--- config.mk ---
export PLATFORM = sky130hd
export DESIGN_NAME = fetch_stage
export DESIGN_NICKNAME = d
export VERILOG_FILES = /design/src/rtl/fetch_stage.sv
export SDC_FILE = /design/constraint.sdc
export NUM_CORES = 1
export LEC_CHECK = 0
export CORE_UTILIZATION = 29
export DETAILED_ROUTE_END_ITERATION = 10
export GPL_ROUTABILITY_DRIVEN = 0
export GPL_TIMING_DRIVEN = 0
export PLACE_DENSITY = 0.62
export SLEW_MARGIN = 40
export SYNTH_ARGS = -nofsm -noshare
export SYNTH_HDL_FRONTEND = slang
export SYNTH_SLANG_ARGS = --single-unit
--- constraint.sdc ---
create_clock -name clk -period 2.93 [get_ports clk]
set_input_delay 0.293 -clock clk [delete_from_list [all_inputs] [get_ports clk]]
set_output_delay 0.293 -clock clk [all_outputs]
set_load 0.02 [all_outputs]
--- src/rtl/fetch_stage.sv ---
// Instruction fetch stage: owns the program counter, drives the
// instruction-memory address and registers the fetched word, its PC and
// PC+4 into the IF/ID pipeline register for decode.
module fetch_stage #(
    parameter int unsigned     XLEN      = 32,
    parameter logic [XLEN-1:0] RESET_PC  = '0,
    parameter logic [XLEN-1:0] NOP_INSTR = 'h13
) (
    input  logic            clk,
    input  logic            rst,
    input  logic            stall_f,
    input  logic            stall_d,
    input  logic            flush_d,
    input  logic            pc_src_e,
    input  logic [XLEN-1:0] pc_target_e,
    output logic [XLEN-1:0] imem_addr,
    input  logic [XLEN-1:0] imem_rdata,
    output logic [XLEN-1:0] instr_d,
    output logic [XLEN-1:0] pc_d,
    output logic [XLEN-1:0] pc_plus4_d,
    output logic            valid_d
);

    localparam logic [XLEN-1:0] FOUR       = XLEN'(4);
    localparam logic [XLEN-1:0] ALIGN_MASK = ~XLEN'(3);

    logic [XLEN-1:0] pc_q, pc_d_next;
    logic [XLEN-1:0] pc_plus4_f;
    logic [XLEN-1:0] instr_q;
    logic [XLEN-1:0] pcd_q;
    logic [XLEN-1:0] pc4d_q;
    logic            valid_q;

    // Sequential PC increment wraps modulo 2^XLEN; redirect target is
    // forced word-aligned by masking the two low bits.
    always_comb begin
        pc_plus4_f = pc_q + FOUR;
        pc_d_next  = pc_src_e ? (pc_target_e & ALIGN_MASK) : pc_plus4_f;
    end

    // PC register: reset, then redirect (beats stall), then stall, then +4.
    always_ff @(posedge clk) begin
        if (rst) begin
            pc_q <= RESET_PC;
        end else if (pc_src_e || !stall_f) begin
            pc_q <= pc_d_next;
        end
    end

    // IF/ID register: reset/flush insert a bubble, stall holds, else capture.
    always_ff @(posedge clk) begin
        if (rst || flush_d) begin
            instr_q <= NOP_INSTR;
            pcd_q   <= '0;
            pc4d_q  <= '0;
            valid_q <= 1'b0;
        end else if (!stall_d) begin
            instr_q <= imem_rdata;
            pcd_q   <= pc_q;
            pc4d_q  <= pc_plus4_f;
            valid_q <= 1'b1;
        end
    end

    assign imem_addr  = pc_q;
    assign instr_d    = instr_q;
    assign pc_d       = pcd_q;
    assign pc_plus4_d = pc4d_q;
    assign valid_d    = valid_q;

endmodule

-- Yosys cells after proc, flatten, opt, wreduce, memory -nomap -nowiden
Index checks and enable logic that the tools add are counted.
- bits in registers: 129
- bits in latches: 0
- memory bits (writable): 0
- ROM bits: 0
- input bits: 70
- output and inout bits: 129
- word-level logic and storage cells: 10
- memories kept: 0
- add/sub/neg operators: 1
- multipliers: 0
- divide/modulo/power cells: 0
- order comparisons: 0
- eq/ne operators: 0
- shift-type cells: 0
- muxes and demuxes: 1
- bitwise gates (word level): 0
- reduce and logical (&&, ||, !) cells: 3
- operator list (kind ; count):
    $add 32x3->32 const B ; 1
    $mux 32 ; 1
    $logic_or 1x1->1 ; 2
    $logic_not 1->1 ; 1

-- Longest topological paths before layout
- depth in word-level cells: 2
- depth in mapped cells: 7
- depth with buffers taken out: 6

-- Worst setup path before layout
No wires, ideal clock.
- path type: register to register
- from: reg pc_q[2] (netlist: imem_addr[2])
- to: reg pc4d_q[30] (netlist: pc_plus4_d[30])
- setup time: 0.115 ns
- arrival time: 2.177 ns
- required time: 2.815 ns
- path slack: 0.638 ns
- stages on the path, launching flop included: 7
- path buffers: 0
- period minus slack after synthesis: 2.292 ns
- cell sequence: dfxtp_1 -> ha_1 -> nand4_1 -> or4_1 -> nor4_1 -> xor2_1 -> o21ba_1
- cells in the longest elaborated chain, start to end: 1
- RTL lines (item ; RTL line ; source):
    from (decl) ; 27 ; logic [XLEN-1:0] pc_q, pc_d_next;
    from (signal assigned) ; 46 ; pc_q <= pc_d_next;
    $add 32x3->32 ; 37 ; pc_plus4_f = pc_q + FOUR;
    to (signal assigned) ; 60 ; pc4d_q <= pc_plus4_f;
    to (decl) ; 31 ; logic [XLEN-1:0] pc4d_q;
Every way passes these cells.
A chain may end at the register's enable or synchronous reset.

-- Worst setup path in the final report
- from: reg pc_q[2] (netlist: imem_addr[2])
- to: reg pc_q[30] (netlist: imem_addr[30])
- cells in the longest elaborated chain, start to end: 2
- RTL lines (item ; RTL line ; source):
    $add 32x3->32 ; 37 ;
    $mux 32 ; 38 ; pc_d_next = pc_src_e ? (pc_target_e & ALIGN_MASK) : pc_plus4_f;
Every way passes these cells.

==> flow_metrics.py <==
metrics = {
    "power": {
        "p_per_area_mw_per_mm2": 557.2,
        "leakage_nw": 3.055,
        "combPwrFrac_pct": 13.7,
        "peakVddDrop_mv": 0.4280,
        "swShare_pct": 25.05,
        "p_sw_mw": 1.144,
        "internal-power_mw": 3.424,
        "p_seq_share_pct": 39.3,
        "pwr-share-clk_pct": 47.0,
        "power.total_mw": 4.568,
    },
    "finish": {
        "drive_gt1_share_pct": 6.971,
        "nNetsFinal": 890,
        "diodes": 0,
        "final_cell_mix": "clkdlybuf4s50_1 (187), dfxtp_1 (123), nor2_1 (105), mux2i_1 (67), clkbuf_1 (38)",
        "final_util_pct": 45.33,
        "final_common_cell": "clkdlybuf4s50_1",
        "syn_to_final_growth_pct": 52.32,
        "finalNonFillerCells": 1061,
    },
    "worst_setup_path": {
        "end_kind": "flop",
        "critPathTopFamily": "simple AND/OR/NAND/NOR gates",
        "cp.buffers_inverters": 1,
        "worst-setup-path-type": "flop to flop",
        "path_max_fanout": 7,
        "arrival_ns": 2.77,
        "critPathLaunchType": "flop",
        "cp_cell_sequence": "ha_1, nand4_1, buf_4, or4_1, nor4_1, xor2_1, o2bb2ai_1",
        "required_ns": 3.28,
        "slowest_stage": "or4_1",
        "worst_path_largest_cell_delay_ns": 0.60,
    },
    "timing": {
        "slew_viol_final": 0,
        "min_period_ns": 2.418,
        "relSlewSlack_pct": 48.19,
        "fin_skew_ns": 0.01128,
        "tns_ns": 0,
        "grt_setup_unrepaired": "false",
        "setup_viol": 0,
        "worst_slew_pin_slew_ns": 0.7771,
        "period_share_pct": 82.53,
        "finalHoldViolCount": 0,
        "fmax_mhz": 413.6,
    },
    "cts": {
        "cts_htree_levels": 4,
        "cts.path.max_buffers": 2,
        "numCtsBuffers": 17,
        "post_cts_resized": 0,
        "cts_tree": "built",
        "cts-root-buf": "clkbuf_16",
        "clkSinkCount": 123,
        "clk_pin_slew_ns": 0.05,
        "clkLatencyLatePin_ns": 0.43,
    },
    "yosys": {
        "ys_ff_latch": 123,
        "yosys-top-cells-area": "dfxtp_1 (46%), mux2i_1 (12%), nor2_1 (7.3%)",
        "syn_avg_cell_area_sq_um": 8.926,
        "yosysUniqueCellTypes": 43,
        "syn-instance-count": 603,
        "synth_top_area_share_pct": 45.75,
        "syn-cell-area_sq_mm": 0.005383,
        "seq_area_frac_synth_pct": 45.75,
        "yosysTopAreaCell": "dfxtp_1",
        "async_reset_ff_share_pct": 0,
        "synth_ff_type": "dfxtp_1",
        "synth_edf_count": 0,
        "ys_warn_count": 0,
    },
    "route": {
        "drt-initial-drc-count": 313,
        "wl_per_cell_um": 16.39,
        "drt_pass1_iterations": 8,
        "drc_errors": 14,
        "wl_um": 17390,
        "ant_nets": 0,
        "num_vias": 4994,
        "vias_per_cell": 4.707,
    },
    "floorplan": {
        "initial_utilization_pct": 29.76,
        "coreArea_sq_mm": 0.01809,
        "die_y_um": 138.2,
        "rows": 49,
        "ioPinCount": 199,
        "dieArea_sq_mm": 0.01911,
        "dieWidth_um": 138.2,
    },
    "global_route": {
        "overflow": 0,
        "grt_first_pass_wirelength_um": 27140,
        "grt_use_total_pct": 18.64,
        "antenna_found_initial": 0,
        "grt_pass1_vias": 4744,
        "grt_max_degree": 17,
    },
    "run_status": {
        "violations": "design-rule violations",
        "outcome": "finished with violations",
    },
    "worst_hold_path": {
        "hp-class": "primary input to flop",
    },
    "placed_design": {
        "place_inst": 1024,
        "dp_hpwl_um": 12870,
        "port-buffer-count": 187,
    },
    "run": {
        "max_cap_violations": 0,
    },
}
state kept, by name, indices dropped and copies added, names as in the netlist:
signal      count
instr_d        32
valid_d         1
imem_addr      30
pc_d           30
pc_plus4_d     30
layout make-up:
cell class,count,area [sq um]
inverter,5,18.77
multi-input combinational,421,2659
timing repair buffer,192,1909
buffer,59,261.5
tap,229,286.5
clock inverter,6,82.58
fill,1804,9887
sequential,123,2462
clock buffer,26,519.2
metal layers:
layer | global-route usage [%] | share of wire, % | vias up | wire (um)
li1 | - | - | 2484 | -
met1 | 23.93 | 45 | 2322 | 7822
met2 | 29.54 | 46 | 163 | 7980
met3 | 5.300 | 7.2 | 25 | 1252
met4 | 7.333 | 1.9 | 0 | 337
met5 | 0 | 0 | - | 0
per-stage QoR:
step / cell area (sq um) / setup slack (ns) / hold slack (ns)
2_1_floorplan: 5401 / 0.6384 / 0.4181
3_3_place_gp: 7560 / 0.1905 / 0.4528
3_5_place_dp: 7560 / 0.2090 / 0.4570
4_1_cts: 8162 / 0.1880 / 0.3567
5_1_grt: 8199 / 0.3274 / 0.4164
6_report: 8199 / 0.5120 / 0.3615
power groups by stage:
stage | logic [mW] | clock network, mW | registers (mW)
floorplan | 0.251 | 0 | 1.90
global placement | 0.624 | 0 | 1.83
detailed placement | 0.626 | 0 | 1.83
CTS | 0.629 | 2.18 | 1.80
global route | 0.670 | 2.27 | 1.80
finish | 0.625 | 2.15 | 1.80
timing repair:
action | in CTS | in global routing
setup endpoints to repair | 0 | 2
hold buffers | 0 | 0
setup buffers | 0 | 4
cells by family after synthesis:
logic type,Yosys count,synth area share [%]
AO/OA/AOI/OAI,88,9.600
flip-flops,123,45.75
other,1,0.06967
adder cells (fa/ha/maj),1,0.2324
XOR/XNOR,50,8.136
buffers and inverters,64,5.207
multiplexers,67,12.46
AND/OR/NAND/NOR,209,18.55
synthesized netlist by cell type (2+ instances only):
cell type	number
xnor2_1	33
buf_4	6
nand4_1	10
nor4_1	7
a21oi_1	35
xor2_1	17
or2_2	2
and3_1	6
and4_1	2
mux2i_1	67
nor2b_1	4
nor3_1	13
o22ai_1	2
inv_1	4
o21a_1	2
clkbuf_1	35
nor2_1	105
or3_1	6
buf_1	9
or4_1	3
nor4_2	3
o21ai_0	26
nand3_1	13
nand2_1	27
dfxtp_1	123
a311oi_1	3
and2_1	3
buf_2	8
a211oi_1	14
nor4b_2	2
final timing paths:
kind | cells past startpoint | to | from | slack, ns
max | 7 | imem_addr[30]$_SDFFE_PP0N_ | imem_addr[2]$_SDFFE_PP0N_ | 0.51
min | 4 | imem_addr[3]$_SDFFE_PP0N_ | pc_src_e | 0.36
max reg2reg | 7 | imem_addr[30]$_SDFFE_PP0N_ | imem_addr[2]$_SDFFE_PP0N_ | 0.51
min reg2reg | 2 | pc_plus4_d[4]$_SDFFE_PP0N_ | pc_plus4_d[4]$_SDFFE_PP0N_ | 0.46
worst register-to-register path, cell delays in order (launching register included):
cell and delay (ns):
dfxtp_1 0.49, ha_1 0.28, nand4_1 0.10, buf_4 0.18, or4_1 0.61, nor4_1 0.30, xor2_1 0.25, o2bb2ai_1 0.14
No activity file was read; power rests on OpenSTA's default activity.
